[src/rtl/uart_tx_ctrl.sv]
`default_nettype none
// ============================================================================
//  Module   : uart_tx_ctrl
//  Purpose  : UART transmit sequencer. Accepts one byte per valid/ready
//             handshake and serialises it LSB first onto a registered TX pin:
//             start bit, DATA_BITS data bits, optional parity, STOP_BITS stops.
//             The bit-period counter restarts at acceptance, so every bit
//             lasts exactly CLK_DIV clocks from the first start-bit cycle.
//  Options  : define UART_TX_PARITY_EN to add a parity bit (PARITY_ODD selects
//             odd parity) between the data and stop bits.
//  Revision : 1.0 - initial release
// ============================================================================
module uart_tx_ctrl #(
    parameter int CLK_DIV   = 434,
    parameter int DIV_WIDTH = 9,
    parameter int DATA_BITS = 8,
    parameter int STOP_BITS = 1
`ifdef UART_TX_PARITY_EN
    ,
    parameter int PARITY_ODD = 0
`endif
) (
    input  logic                 i_clk,
    input  logic                 i_nrst,
    input  logic                 i_srst,
    input  logic [DATA_BITS-1:0] i_data,
    input  logic                 i_valid,
    output logic                 o_ready,
    output logic                 o_tx,
    output logic                 o_busy,
    output logic                 o_done
);

    // Frame sequencer states
    localparam logic [2:0] c_idle   = 3'd0;
    localparam logic [2:0] c_start  = 3'd1;
    localparam logic [2:0] c_data   = 3'd2;
`ifdef UART_TX_PARITY_EN
    localparam logic [2:0] c_parity = 3'd3;
`endif
    localparam logic [2:0] c_stop   = 3'd4;

    // Bit index covers both data bits (up to 9) and stop bits
    localparam int                   c_idx_w     = 4;
    localparam logic [DIV_WIDTH-1:0] c_cnt_last  = DIV_WIDTH'(CLK_DIV - 1);
    localparam logic [c_idx_w-1:0]   c_data_last = c_idx_w'(DATA_BITS - 1);
    localparam logic [c_idx_w-1:0]   c_stop_last = c_idx_w'(STOP_BITS - 1);

    logic [2:0]           state_q, state_d;
    logic [DIV_WIDTH-1:0] cnt_q,   cnt_d;
    logic [c_idx_w-1:0]   idx_q,   idx_d;
    logic [DATA_BITS-1:0] shift_q, shift_d;
    logic                 tx_q,    tx_d;
`ifdef UART_TX_PARITY_EN
    logic                 par_q,   par_d;
`endif

    logic w_bit_end;
    logic w_last_stop;

    assign w_bit_end   = (cnt_q == c_cnt_last);
    assign w_last_stop = (state_q == c_stop) && w_bit_end && (idx_q == c_stop_last);

    assign o_ready = (state_q == c_idle) && !i_srst;
    assign o_busy  = (state_q != c_idle);
    assign o_tx    = tx_q;
    // An abort in the final stop cycle suppresses the completion pulse
    assign o_done  = w_last_stop && !i_srst;

    // Next-state, bit timing and line-level computation; o_tx is registered
    // so the pin value is decided one cycle ahead from the upcoming state.
    always_comb begin
        state_d = state_q;
        cnt_d   = cnt_q;
        idx_d   = idx_q;
        shift_d = shift_q;
        tx_d    = tx_q;
`ifdef UART_TX_PARITY_EN
        par_d   = par_q;
`endif

        if (state_q != c_idle) begin
            cnt_d = w_bit_end ? '0 : cnt_q + 1'b1;
        end

        if (i_srst) begin
            state_d = c_idle;
            cnt_d   = '0;
            idx_d   = '0;
            shift_d = '0;
            tx_d    = 1'b1;
        end else begin
            case (state_q)
                c_idle: begin
                    if (i_valid) begin
                        state_d = c_start;
                        cnt_d   = '0;
                        idx_d   = '0;
                        shift_d = i_data;
                        tx_d    = 1'b0;
`ifdef UART_TX_PARITY_EN
                        // Parity is fixed from the captured byte, before any shifting
                        par_d   = (^i_data) ^ (PARITY_ODD != 0);
`endif
                    end
                end
                c_start: begin
                    if (w_bit_end) begin
                        state_d = c_data;
                        tx_d    = shift_q[0];
                    end
                end
                c_data: begin
                    if (w_bit_end) begin
                        shift_d = shift_q >> 1;
                        if (idx_q == c_data_last) begin
                            idx_d = '0;
`ifdef UART_TX_PARITY_EN
                            state_d = c_parity;
                            tx_d    = par_q;
`else
                            state_d = c_stop;
                            tx_d    = 1'b1;
`endif
                        end else begin
                            idx_d = idx_q + 1'b1;
                            tx_d  = shift_q[1];
                        end
                    end
                end
`ifdef UART_TX_PARITY_EN
                c_parity: begin
                    if (w_bit_end) begin
                        state_d = c_stop;
                        tx_d    = 1'b1;
                    end
                end
`endif
                c_stop: begin
                    tx_d = 1'b1;
                    if (w_bit_end) begin
                        if (idx_q == c_stop_last) begin
                            state_d = c_idle;
                            idx_d   = '0;
                        end else begin
                            idx_d = idx_q + 1'b1;
                        end
                    end
                end
                default: begin
                    state_d = c_idle;
                    cnt_d   = '0;
                    idx_d   = '0;
                    tx_d    = 1'b1;
                end
            endcase
        end
    end

    // State registers with asynchronous return to an idle-high line
    always_ff @(posedge i_clk or negedge i_nrst) begin
        if (!i_nrst) begin
            state_q <= c_idle;
            cnt_q   <= '0;
            idx_q   <= '0;
            shift_q <= '0;
            tx_q    <= 1'b1;
`ifdef UART_TX_PARITY_EN
            par_q   <= 1'b0;
`endif
        end else begin
            state_q <= state_d;
            cnt_q   <= cnt_d;
            idx_q   <= idx_d;
            shift_q <= shift_d;
            tx_q    <= tx_d;
`ifdef UART_TX_PARITY_EN
            par_q   <= par_d;
`endif
        end
    end

endmodule
`default_nettype wire

[config.mk]
export PLATFORM = sky130hd
export DESIGN_NAME = uart_tx_ctrl
export DESIGN_NICKNAME = d
export VERILOG_FILES = /design/src/rtl/uart_tx_ctrl.sv
export SDC_FILE = /design/constraint.sdc
export NUM_CORES = 1
export LEC_CHECK = 0
export ABC_AREA = 0
export BUFFER_PORTS_ARGS = -buffer_cell sky130_fd_sc_hd__buf_2
export CAP_MARGIN = 40
export CORE_ASPECT_RATIO = 0.6
export CORE_MARGIN = 4
export CORE_UTILIZATION = 55
export DETAILED_ROUTE_END_ITERATION = 8
export PLACE_DENSITY_LB_ADDON = 0.12
export SYNTH_ARGS = -nofsm -noshare
export SYNTH_HDL_FRONTEND = slang
export SYNTH_SLANG_ARGS = --single-unit
[constraint.sdc]
create_clock -name i_clk -period 2.4 [get_ports i_clk]
set_input_delay 0.12 -clock i_clk [delete_from_list [all_inputs] [get_ports i_clk]]
set_output_delay 0.12 -clock i_clk [all_outputs]
set_load 0.01 [all_outputs]
==> insert_results.sql, run 1 <==
INSERT INTO impl_metrics (metric_group, metric, value, unit) VALUES
('outcome', 'outcome', 'finished clean', ''),
('floorplan', 'die_h', '49.0', 'um'),
('timing', 'post-route-period-util', '87.0', '%'),
('timing', 'rsz0062_at_grt', 'false', ''),
('synthesis', 'yosysSeqAreaShare', '40.7', '%'),
('worst_setup_path', 'r2r-end', 'shift_q[7]', ''),
('global_routing', 'grt_overflow', '0', ''),
('detailed_routing', 'firstDrtPassIters', '4', ''),
('pwr', 'power.static_leakage', '0.708', 'nW'),
('layout', 'nets', '194', ''),
('timing', 'slew_violations', '0', ''),
('synthesis', 'total_standard_cell_area_after_synthesis', '1540', 'um^2'),
('floorplan', 'floorplan.core_area', '2590', 'um^2'),
('worst_setup_path', 'cp_slowest_cell', 'dfrtp_1', ''),
('detailed_routing', 'antenna_left', '0', ''),
('place', 'dp_worst_setup_slack', '390', 'ps'),
('pwr', 'peakVddDrop', '0.000304', 'V'),
('timing', 'timing.hold.ws', '163', 'ps'),
('worst_setup_path', 'reg2reg_from', 'cnt_q[6]', ''),
('timing', 'finalHoldViolations', '0', ''),
('clock_network', 'cts-root-to-sink-buffers', '2', ''),
('timing', 'setup_tns_after_final_layout', '0', 'ps'),
('flow_run', 'maxCapViolations', '0', ''),
('clock_network', 'clkTransAtPathRegs', '90', 'ps'),
('clock_network', 'htreeDepth', '1', ''),
('timing', 'final.setup_skew', '6.03', 'ps'),
('min_path', 'min_path_cells', '3', ''),
('min_path', 'worst_hold_path.endpoint', 'state_q[0]', ''),
('min_path', 'hold_start', 'i_valid', ''),
('synthesis', 'syn-num-nets', '182', ''),
('worst_setup_path', 'worstPathMaxFanout', '8', ''),
('detailed_routing', 'drc', '0', ''),
('synthesis', 'postSynthAreaPerCell', '9.29', 'um^2'),
('global_routing', 'antenna_found_initial', '0', ''),
('worst_setup_path', 'crit_required', '2280', 'ps'),
('synthesis', 'postSynthRegisterBits', '25', ''),
('min_path', 'worstHoldPathType', 'input port to register', ''),
('detailed_routing', 'wirelength', '3260', 'um'),
('global_routing', 'first_global_vias', '1210', ''),
('floorplan', 'fp.dieW', '76.3', 'um'),
('timing', 'worst_pin_slew', '619', 'ps'),
('layout', 'areaGrowthSynthToFinish', '8.77', '%'),
('layout', 'layout.core_utilization', '64.7', '%'),
('detailed_routing', 'viasPerCell', '6.00', ''),
('timing', 'slew-limit-headroom', '58.7', '%'),
('detailed_routing', 'route.detailed.wl_per_inst', '15.6', 'um'),
('floorplan', 'die_ar', '3740', 'um^2'),
('pwr', 'post-layout-total-power', '0.784', 'mW'),
('detailed_routing', 'initialDrtViolationCount', '159', ''),
('worst_setup_path', 'critPathKind', 'register to output port', ''),
('synthesis', 'ys_dominant_reg_cell', 'dfrtp_1', ''),
('synthesis', 'synth_warnings', '0', ''),
('layout', 'fin_area', '1680', 'um^2'),
('layout', 'fin_cells', '209', ''),
('place', 'finalWeightedCongestion', '0.820', ''),
('detailed_routing', 'vias', '1254', ''),
('clock_network', 'clock_sink_count', '25', ''),
('layout', 'antenna-diode-count', '0', ''),
('place', 'place_hpwl', '2340', 'um'),
('worst_setup_path', 'timing.critical_path.to_type', 'output port', ''),
('worst_setup_path', 'crit_path_start_kind', 'register', ''),
('synthesis', 'ys_async_sr_fraction', '100', '%'),
('worst_setup_path', 'cp_data_arrival_time', '1970', 'ps'),
('timing', 'setup_ws', '312', 'ps'),
('clock_network', 'clock-root-buffer', 'clkbuf_8', ''),
('place', 'io_buffers', '15', ''),
('synthesis', 'post_synth_inst_count', '166', ''),
('pwr', 'power_density', '468', 'nW/um^2'),
('layout', 'final_layout_size_suffix_gt1_share', '15.3', '%'),
('floorplan', 'ios', '16', ''),
('global_routing', 'grt_max_degree', '26', '');
[logic make-up after synthesis]
| group | count (synthesis) | share of synthesized area [%] |
|---|---|---|
| compound gates | 37 | 14.8 |
| simple gates | 65 | 24.5 |
| flops | 25 | 40.7 |
| mux | 11 | 7.31 |
| buf+inv | 14 | 3.73 |
| fa+ha+maj | 5 | 3.90 |
| xor+xnor | 9 | 5.11 |
[state kept, by name, indices dropped and copies added (netlist names)]
name     cells
idx_q        4
o_tx         1
shift_q      8
state_q      3
cnt_q        9
[how the worst max path moves through the flow]
stage / from / endpoint / slack, ps / depth (start not counted)
after global routing: cnt_q[6] / o_done / 100 / 4
final: cnt_q[6] / o_done / 310 / 4
after global placement: idx_q[0] / idx_q[3] / 480 / 6
after CTS: cnt_q[6] / o_done / 300 / 4
after floorplan: idx_q[0] / idx_q[3] / 570 / 6
after detailed placement: cnt_q[6] / shift_q[7] / 390 / 4
[synth_stat cells, types with 2 or more instances]
| master | n | area, um^2 |
|---|---|---|
| a21oi_1 | 14 | 70.1 |
| a32oi_1 | 2 | 17.5 |
| and4_1 | 2 | 17.5 |
| buf_2 | 3 | 15.0 |
| clkbuf_1 | 6 | 22.5 |
| dfrtp_1 | 24 | 601 |
| ha_1 | 4 | 50.1 |
| inv_1 | 4 | 15.0 |
| mux2_2 | 2 | 22.5 |
| mux2i_1 | 9 | 90.1 |
| nand2_1 | 4 | 15.0 |
| nand3_1 | 4 | 20.0 |
| nand4_1 | 3 | 18.8 |
| nor2_1 | 20 | 75.1 |
| nor2b_1 | 6 | 37.5 |
| nor3_1 | 4 | 20.0 |
| nor4b_1 | 2 | 17.5 |
| o21ai_0 | 11 | 55.1 |
| or2_2 | 2 | 12.5 |
| or3_1 | 9 | 56.3 |
| xnor2_1 | 2 | 17.5 |
| xor2_1 | 7 | 61.3 |
[layout make-up]
cell class	instances	area, um^2
inverters	4	15.0
well taps	32	40.0
flip-flops and latches	25	627
clock buffers	4	45.0
repair buffers	17	92.6
fillers	217	916
multi-input cells	127	857
[power by group]
group	switching [mW]	internal, mW
combinational	0.0527	0.0344
sequential	0.0117	0.434
clock	0.132	0.119
total	0.197	0.587
[per-layer routing]
metal	share of wire [%]	vias up	track usage, %	routed length, um
met5	0	-	0	0
met4	0.95	0	3.01	31
met3	7.1	6	6.46	232
met2	43	38	27.7	1410
met1	49	596	27.3	1590
li1	-	614	-	-
[placed cells by master (no fill, tap or decap), types with 2 or more instances in the layout]
cell	count
a21oi_1	14
a32oi_1	2
and4_1	2
buf_2	15
clkbuf_8	3
dfrtp_1	24
ha_1	4
inv_1	4
mux2_2	2
mux2i_1	9
nand2_1	4
nand3_1	4
nand4_1	3
nor2_1	20
nor2b_1	6
nor3_1	4
nor4b_1	2
o21ai_0	11
or2_2	2
or3_1	9
xnor2_1	2
xor2_1	7
[what timing repair did]
action                                 in CTS  in global routing
hold buffers                                1                  0
endpoints found under the hold margin      24                  0
setup buffers                               0                  0
resized for setup                           0                  0
[worst max-delay path, delay by kind of cell (launching register included)]
family                 cells  cell delay [ps]
AND/OR/NAND/NOR            3             1060
flip-flops                 1              450
buffers and inverters      1              190
Note: power is estimated with default switching activity, not from simulation.
==> inputs of run 2 (changes only) <==
Settings changed: ABC_AREA 0 to 1, CTS_CLUSTER_SIZE from default to 28.
==> insert_results.sql, run 2 <==
INSERT INTO impl_metrics (metric_group, metric, value, unit) VALUES
('outcome', 'outcome', 'finished clean', ''),
('layout', 'most-common-layout-cells', 'nand2_1 (80), nand3_1 (26), dfrtp_1 (24)', ''),
('clock_network', 'cts_buffers', '3', ''),
('pwr', 'power_density', '897', 'nW/um^2'),
('min_path', 'worstHoldPathType', 'input port to register', ''),
('layout', 'fin_area', '1790', 'um^2'),
('pwr', 'clock_power_share', '15.5', '%'),
('layout', 'antenna-diode-count', '0', ''),
('floorplan', 'die_h', '50.3', 'um'),
('worst_setup_path', 'worstPathMaxFanout', '4', ''),
('synthesis', 'postSynthAreaPerCell', '7.18', 'um^2'),
('floorplan', 'floorplan.core_area', '2850', 'um^2'),
('timing', 'setup_viol', '0', ''),
('global_routing', 'groute.layer.met1.usage', '33.3', '%'),
('timing', 'slew-limit-headroom', '62.6', '%'),
('worst_setup_path', 'critical_path.cell_chain', 'inv_1 > ha_1 > nand2_1 > nor2_1 > nand2_1 > nor3_1 > buf_2', ''),
('timing', 'finalHoldViolations', '0', ''),
('floorplan', 'fp-row-count', '15', ''),
('worst_setup_path', 'worst-r2r-setup-slack', '770', 'ps'),
('layout', 'final_layout_size_suffix_gt1_share', '15.6', '%'),
('worst_setup_path', 'cp_data_arrival_time', '1550', 'ps'),
('layout', 'fill_cells', '263', ''),
('synthesis', 'yosysTopAreaCellShare', '36.7', '%'),
('synthesis', 'ys_dominant_reg_cell', 'dfrtp_1', ''),
('layout', 'layout.core_utilization', '62.7', '%'),
('worst_setup_path', 'critPathKind', 'register to output port', ''),
('synthesis', 'number_of_enable_type_register_cells_in_the_synthesized_netlist', '0', ''),
('global_routing', 'first_global_vias', '1289', ''),
('min_path', 'min_path_cells', '3', ''),
('global_routing', 'antenna_found_initial', '0', ''),
('synthesis', 'total_standard_cell_area_after_synthesis', '1640', 'um^2'),
('clock_network', 'clock-root-buffer', 'clkbuf_8', ''),
('layout', 'nets', '261', ''),
('pwr', 'sw_frac_of_total', '45.4', '%'),
('global_routing', 'grt_overflow', '0', ''),
('timing', 'final.setup_skew', '2.15', 'ps'),
('worst_setup_path', 'slowest_delay', '420', 'ps'),
('clock_network', 'worst_skew_pair.late_latency', '270', 'ps'),
('floorplan', 'start_util', '57.4', '%'),
('min_path', 'hold_start', 'i_data[7]', ''),
('pwr', 'net-switching-power', '0.728', 'mW'),
('timing', 'worst_pin_slew', '559', 'ps'),
('timing', 'setup_ws', '727', 'ps'),
('layout', 'regMostFlops', 'cnt_q', ''),
('detailed_routing', 'initialDrtViolationCount', '92', ''),
('synthesis', 'synth_top_area_cell', 'dfrtp_1', ''),
('timing', 'achievable-frequency', '598', 'MHz'),
('pwr', 'power.static_leakage', '0.972', 'nW'),
('global_routing', 'grt_most_used_layer', 'met1', ''),
('synthesis', 'syn-num-nets', '244', ''),
('clock_network', 'htreeDepth', '1', ''),
('place', 'place_area', '1730', 'um^2'),
('pwr', 'internal_power', '0.875', 'mW'),
('timing', 'rsz0062_at_grt', 'false', ''),
('detailed_routing', 'viasPerCell', '5.06', ''),
('pwr', 'post-layout-total-power', '1.60', 'mW'),
('synthesis', 'yosys-top-cells-count', 'nand2_1 (80), nand3_1 (26), dfrtp_1 (24)', ''),
('layout', 'areaGrowthSynthToFinish', '9.17', '%'),
('flow_run', 'maxCapViolations', '0', ''),
('layout', 'largest_register_ffs', '9', ''),
('layout', 'fin_cells', '286', ''),
('global_routing', 'grt_pass1_wl', '6250', 'um'),
('place', 'placed_cells', '281', ''),
('place', 'finalWeightedCongestion', '0.842', ''),
('timing', 'setup_tns_after_final_layout', '0', 'ps'),
('global_routing', 'globalRouteTotalUtil', '20.4', '%'),
('detailed_routing', 'drc', '0', ''),
('worst_setup_path', 'crit_required', '2280', 'ps'),
('detailed_routing', 'firstDrtPassIters', '4', ''),
('worst_setup_path', 'crit_path_start_kind', 'register', ''),
('min_path', 'worst_hold_path.endpoint', 'shift_q[7]', ''),
('synthesis', 'postSynthRegisterBits', '25', ''),
('pwr', 'peakVddDrop', '0.000619', 'V'),
('worst_setup_path', 'timing.critical_path.to_type', 'output port', ''),
('timing', 'timing.hold.ws', '130', 'ps'),
('synthesis', 'synth_cell_type_count', '29', ''),
('worst_setup_path', 'reg2reg_from', 'state_q[2]', ''),
('timing', 'min_period', '1670', 'ps'),
('synthesis', 'synth_warnings', '0', ''),
('clock_network', 'tritoncts', 'done', ''),
('clock_network', 'cts-root-to-sink-buffers', '2', ''),
('layout', 'largest_registers', 'cnt_q x9, shift_q x8, idx_q x4', ''),
('worst_setup_path', 'r2r-end', 'shift_q[0]', ''),
('synthesis', 'yosysSeqAreaShare', '38.3', '%'),
('worst_setup_path', 'reg2reg_depth', '7', ''),
('detailed_routing', 'route.detailed.wl_per_inst', '12.5', 'um'),
('layout', 'mostFrequentLayoutCell', 'nand2_1', ''),
('place', 'place_hpwl', '2680', 'um'),
('synthesis', 'synthTopCellsByArea', 'dfrtp_1 (37%), nand2_1 (18%), nand3_1 (7.9%)', ''),
('timing', 'post-route-period-util', '69.7', '%'),
('detailed_routing', 'antenna_left', '0', ''),
('pwr', 'combPwrFrac', '45.1', '%'),
('global_routing', 'grtUsageMet3', '5.91', '%'),
('detailed_routing', 'wirelength', '3580', 'um'),
('worst_setup_path', 'critPathMostFrequentCell', 'nand2_1', ''),
('clock_network', 'cts_setup_buffers', '0', ''),
('synthesis', 'yosys.cell_count.top_type', 'nand2_1', ''),
('pwr', 'seq_power_share', '39.4', '%'),
('place', 'io_buffers', '15', ''),
('global_routing', 'grt_max_degree', '26', ''),
('worst_setup_path', 'cp_slowest_cell', 'dfrtp_1', ''),
('clock_network', 'clock_sink_count', '25', ''),
('place', 'dp_worst_setup_slack', '814', 'ps'),
('floorplan', 'ios', '16', ''),
('timing', 'slew_violations', '0', ''),
('global_routing', 'gr-usage-met2', '25.4', '%'),
('clock_network', 'cts_repair_resize_count', '0', ''),
('floorplan', 'die_ar', '3940', 'um^2'),
('clock_network', 'clkTransAtPathRegs', '80', 'ps'),
('clock_network', 'cts_hold_repair.buffers', '1', ''),
('synthesis', 'ys_async_sr_fraction', '100', '%'),
('floorplan', 'fp.dieW', '78.5', 'um'),
('synthesis', 'post_synth_inst_count', '228', ''),
('detailed_routing', 'vias', '1446', '');
run 2: cell count changes after synthesis, sizes merged, moves of 4 or more:
cell / before / now
a21oi: 14 / 5
clkbuf: 7 / 0
inv: 4 / 25
mux2i: 9 / 0
nand2: 4 / 86
nand3: 4 / 28
nand4: 3 / 7
nor2: 20 / 24
nor2b: 6 / 0
or3: 9 / 0
xor2: 7 / 3
run 2: power groups by stage:
stage	registers, mW	logic, mW	clock network (mW)
after floorplan	0.609	0.588	0
after global placement	0.632	0.714	0
after detailed placement	0.633	0.716	0
after CTS	0.627	0.720	0.256
after global routing	0.644	0.826	0.276
final	0.631	0.723	0.249
run 2: worst max-delay path by stage:
stage,cells past startpoint,end,startpoint
after floorplan,8,o_tx,state_q[2]
after global placement,7,shift_q[0],state_q[2]
after detailed placement,7,shift_q[0],state_q[2]
after CTS,7,o_done,cnt_q[1]
after global routing,7,shift_q[0],state_q[2]
final,7,o_done,cnt_q[1]
run 2: cell type report:
| type | count | area [um^2] | area share (%) |
|---|---|---|---|
| Multi-Input combinational cell | 174 | 885 | 49.5 |
| Sequential cell | 25 | 627 | 35.1 |
| Inverter | 25 | 93.8 | 5.25 |
| Timing Repair Buffer | 16 | 85.1 | 4.76 |
| Tap cell | 42 | 52.6 | 2.94 |
| Clock buffer | 4 | 45.0 | 2.52 |
run 2: logic make-up (layout without fill, tap and decap cells):
| group | after synthesis | count (layout) | synth area share (%) |
|---|---|---|---|
| xor gates and xnor gates | 4 | 4 | 2.14 |
| and+or+nand+nor | 149 | 149 | 42.5 |
| AOI/OAI and AO/OA | 17 | 17 | 6.34 |
| adders and majority gates | 4 | 4 | 3.06 |
| DFF | 25 | 25 | 38.3 |
| buffers and inverters | 29 | 45 | 7.72 |
run 2: routing by layer:
layer  part of all wire, %  wire length (um)
met1                    57              2050
met2                    36              1300
met3                   6.0               215
met4                  0.31                11
met5                     0                 0
run 2: critical path: cells and delay by family, from the launching register on:
kind | cells | cell delay, ps
flops | 1 | 420
simple gates | 4 | 470
buf+inv | 2 | 240
fa+ha+maj | 1 | 140
==> inputs of run 3 (changes only) <==
Clock period 2.4 ns to 1.7 ns, I/O delays scaled along.
==> insert_results.sql, run 3 (same netlist as run 2, synthesis figures left out) <==
INSERT INTO impl_metrics (metric_group, metric, value, unit) VALUES
('detailed_routing', 'viasPerCell', '5.15', ''),
('worst_setup_path', 'cp_data_arrival_time', '1490', 'ps'),
('floorplan', 'floorplan.core_area', '2850', 'um^2'),
('worst_setup_path', 'cp_slowest_cell', 'dfrtp_1', ''),
('global_routing', 'antenna_found_initial', '0', ''),
('detailed_routing', 'wirelength', '3620', 'um'),
('worst_setup_path', 'crit_path_start_kind', 'register', ''),
('floorplan', 'fp.dieW', '78.5', 'um'),
('clock_network', 'clock-root-buffer', 'clkbuf_8', ''),
('worst_setup_path', 'worst-r2r-setup-slack', '160', 'ps'),
('layout', 'regMostFlops', 'cnt_q', ''),
('timing', 'timing.hold.ws', '82.2', 'ps'),
('detailed_routing', 'vias', '1482', ''),
('timing', 'worst_pin_slew', '565', 'ps'),
('timing', 'slew-limit-headroom', '62.4', '%'),
('min_path', 'min_path_cells', '3', ''),
('pwr', 'peakVddDrop', '0.000841', 'V'),
('pwr', 'power.static_leakage', '0.982', 'nW'),
('worst_setup_path', 'worst_path_dominant_cell_family', 'simple AND/OR/NAND/NOR gates', ''),
('min_path', 'hold_start', 'i_data[7]', ''),
('worst_setup_path', 'timing.critical_path.to_type', 'output port', ''),
('timing', 'final.setup_skew', '4.04', 'ps'),
('place', 'dp_worst_setup_slack', '137', 'ps'),
('clock_network', 'clkTransAtPathRegs', '90', 'ps'),
('layout', 'most-common-layout-cells', 'nand2_1 (80), nand3_1 (26), dfrtp_1 (24)', ''),
('floorplan', 'start_util', '57.4', '%'),
('layout', 'regArea', '627', 'um^2'),
('detailed_routing', 'antenna_left', '0', ''),
('layout', 'antenna-diode-count', '0', ''),
('detailed_routing', 'drc', '0', ''),
('timing', 'setup_tns_after_final_layout', '0', 'ps'),
('global_routing', 'globalRouteTotalUtil', '21.3', '%'),
('floorplan', 'die_ar', '3940', 'um^2'),
('timing', 'setup_ws', '129', 'ps'),
('clock_network', 'clock_sink_count', '25', ''),
('detailed_routing', 'route.detailed.wl_per_inst', '12.6', 'um'),
('timing', 'setup_viol', '0', ''),
('worst_setup_path', 'r2r-end', 'state_q[2]', ''),
('timing', 'post-route-period-util', '92.4', '%'),
('global_routing', 'grt_max_degree', '26', ''),
('clock_network', 'htreeDepth', '1', ''),
('worst_setup_path', 'critical_path.cell_chain', 'nor2_1 > nand3_2 > nor3_2 > buf_2', ''),
('worst_setup_path', 'worstPathBufferInverterCount', '1', ''),
('clock_network', 'tritoncts', 'done', ''),
('pwr', 'power_density', '1280', 'nW/um^2'),
('timing', 'slew_violations', '0', ''),
('layout', 'largest_register_ffs', '9', ''),
('layout', 'final_layout_size_suffix_gt1_share', '16.7', '%'),
('place', 'finalWeightedCongestion', '0.858', ''),
('min_path', 'worstHoldPathType', 'input port to register', ''),
('global_routing', 'grt_pass1_wl', '6530', 'um'),
('timing', 'rsz0062_at_grt', 'false', ''),
('floorplan', 'die_h', '50.3', 'um'),
('clock_network', 'cts-root-to-sink-buffers', '2', ''),
('worst_setup_path', 'worstPathMaxFanout', '7', ''),
('layout', 'multi_input_comb_area', '897', 'um^2'),
('worst_setup_path', 'critPathKind', 'register to output port', ''),
('timing', 'achievable-frequency', '636', 'MHz'),
('global_routing', 'grt_overflow', '0', ''),
('clock_network', 'cts_buffers', '3', ''),
('flow_run', 'maxCapViolations', '0', ''),
('detailed_routing', 'firstDrtPassIters', '4', ''),
('worst_setup_path', 'reg2reg_from', 'state_q[2]', ''),
('detailed_routing', 'initialDrtViolationCount', '150', ''),
('worst_setup_path', 'reg2reg_depth', '9', ''),
('place', 'place_hpwl', '2690', 'um'),
('floorplan', 'fp-row-count', '15', ''),
('layout', 'areaGrowthSynthToFinish', '10.8', '%'),
('place', 'io_buffers', '15', ''),
('worst_setup_path', 'slowest_delay', '490', 'ps'),
('layout', 'fill_cells', '260', ''),
('timing', 'finalHoldViolations', '0', ''),
('min_path', 'worst_hold_path.endpoint', 'shift_q[7]', ''),
('timing', 'min_period', '1570', 'ps'),
('global_routing', 'first_global_vias', '1350', ''),
('clock_network', 'worst_skew_pair.late_latency', '270', 'ps'),
('floorplan', 'ios', '16', ''),
('layout', 'largest_registers', 'cnt_q x9, shift_q x8, idx_q x4', ''),
('worst_setup_path', 'crit_required', '1620', 'ps'),
('layout', 'mostFrequentLayoutCell', 'nand2_1', ''),
('layout', 'nets', '263', ''),
('outcome', 'outcome', 'finished clean', '');
run 3: cell types whose count changed in the layout (fill, tap and decap cells not counted), sizes merged:
| cell | change |
|---|---|
| buf | +2 |
run 3: timing repair:
item | 4_1_cts | 5_1_grt
setup buffers | 0 | 0
endpoints found under the hold margin | 24 | 0
setup endpoints to repair | 0 | 5
hold buffers | 1 | 0
gates resized for setup | 0 | 2
run 3: worst min-delay path: stages:
cell and delay, ps:
buf_2 100, nand3_1 70, o21ai_1 60
run 3: power breakdown:
group          internal [mW]  switching (mW)
registers              0.742           0.148
clock network          0.168           0.187
logic                  0.345           0.725
total                   1.25            1.06
run 3: how the worst max path moves through the flow:
stage / depth (start not counted) / slack (ps) / endpoint / startpoint
floorplan: 8 / 380 / o_tx / state_q[2]
global placement: 7 / 150 / state_q[2] / state_q[2]
detailed placement: 7 / 140 / state_q[1] / state_q[2]
CTS: 7 / 100 / o_done / cnt_q[1]
global route: 4 / 10 / o_ready / state_q[2]
finish: 4 / 130 / o_done / state_q[1]
run 3: layout make-up:
class,instances,share of cell area (%)
multi-input cells,174,49.4
repair buffers,18,5.51
inverters,25,5.17
flip-flops and latches,25,34.5
well taps,42,2.89
clock buffers,4,2.48
run 3: routing by layer:
metal	track usage [%]	vias to the layer above	share of wire, %
met1	34.5	675	55
met2	28.1	45	37
met3	5.56	0	7.6
met5	0	-	0
li1	-	762	-
met4	3.49	0	0
run 3: through the flow:
step,instance area [um^2],instances,utilization [%],power [mW]
after detailed placement,1750,283,61.3,1.93
after global routing,1820,288,63.6,2.54
after floorplan,1640,228,-,1.69
after global placement,1750,283,61.3,1.92
final,1820,288,63.6,2.31
after CTS,1800,288,63.2,2.29
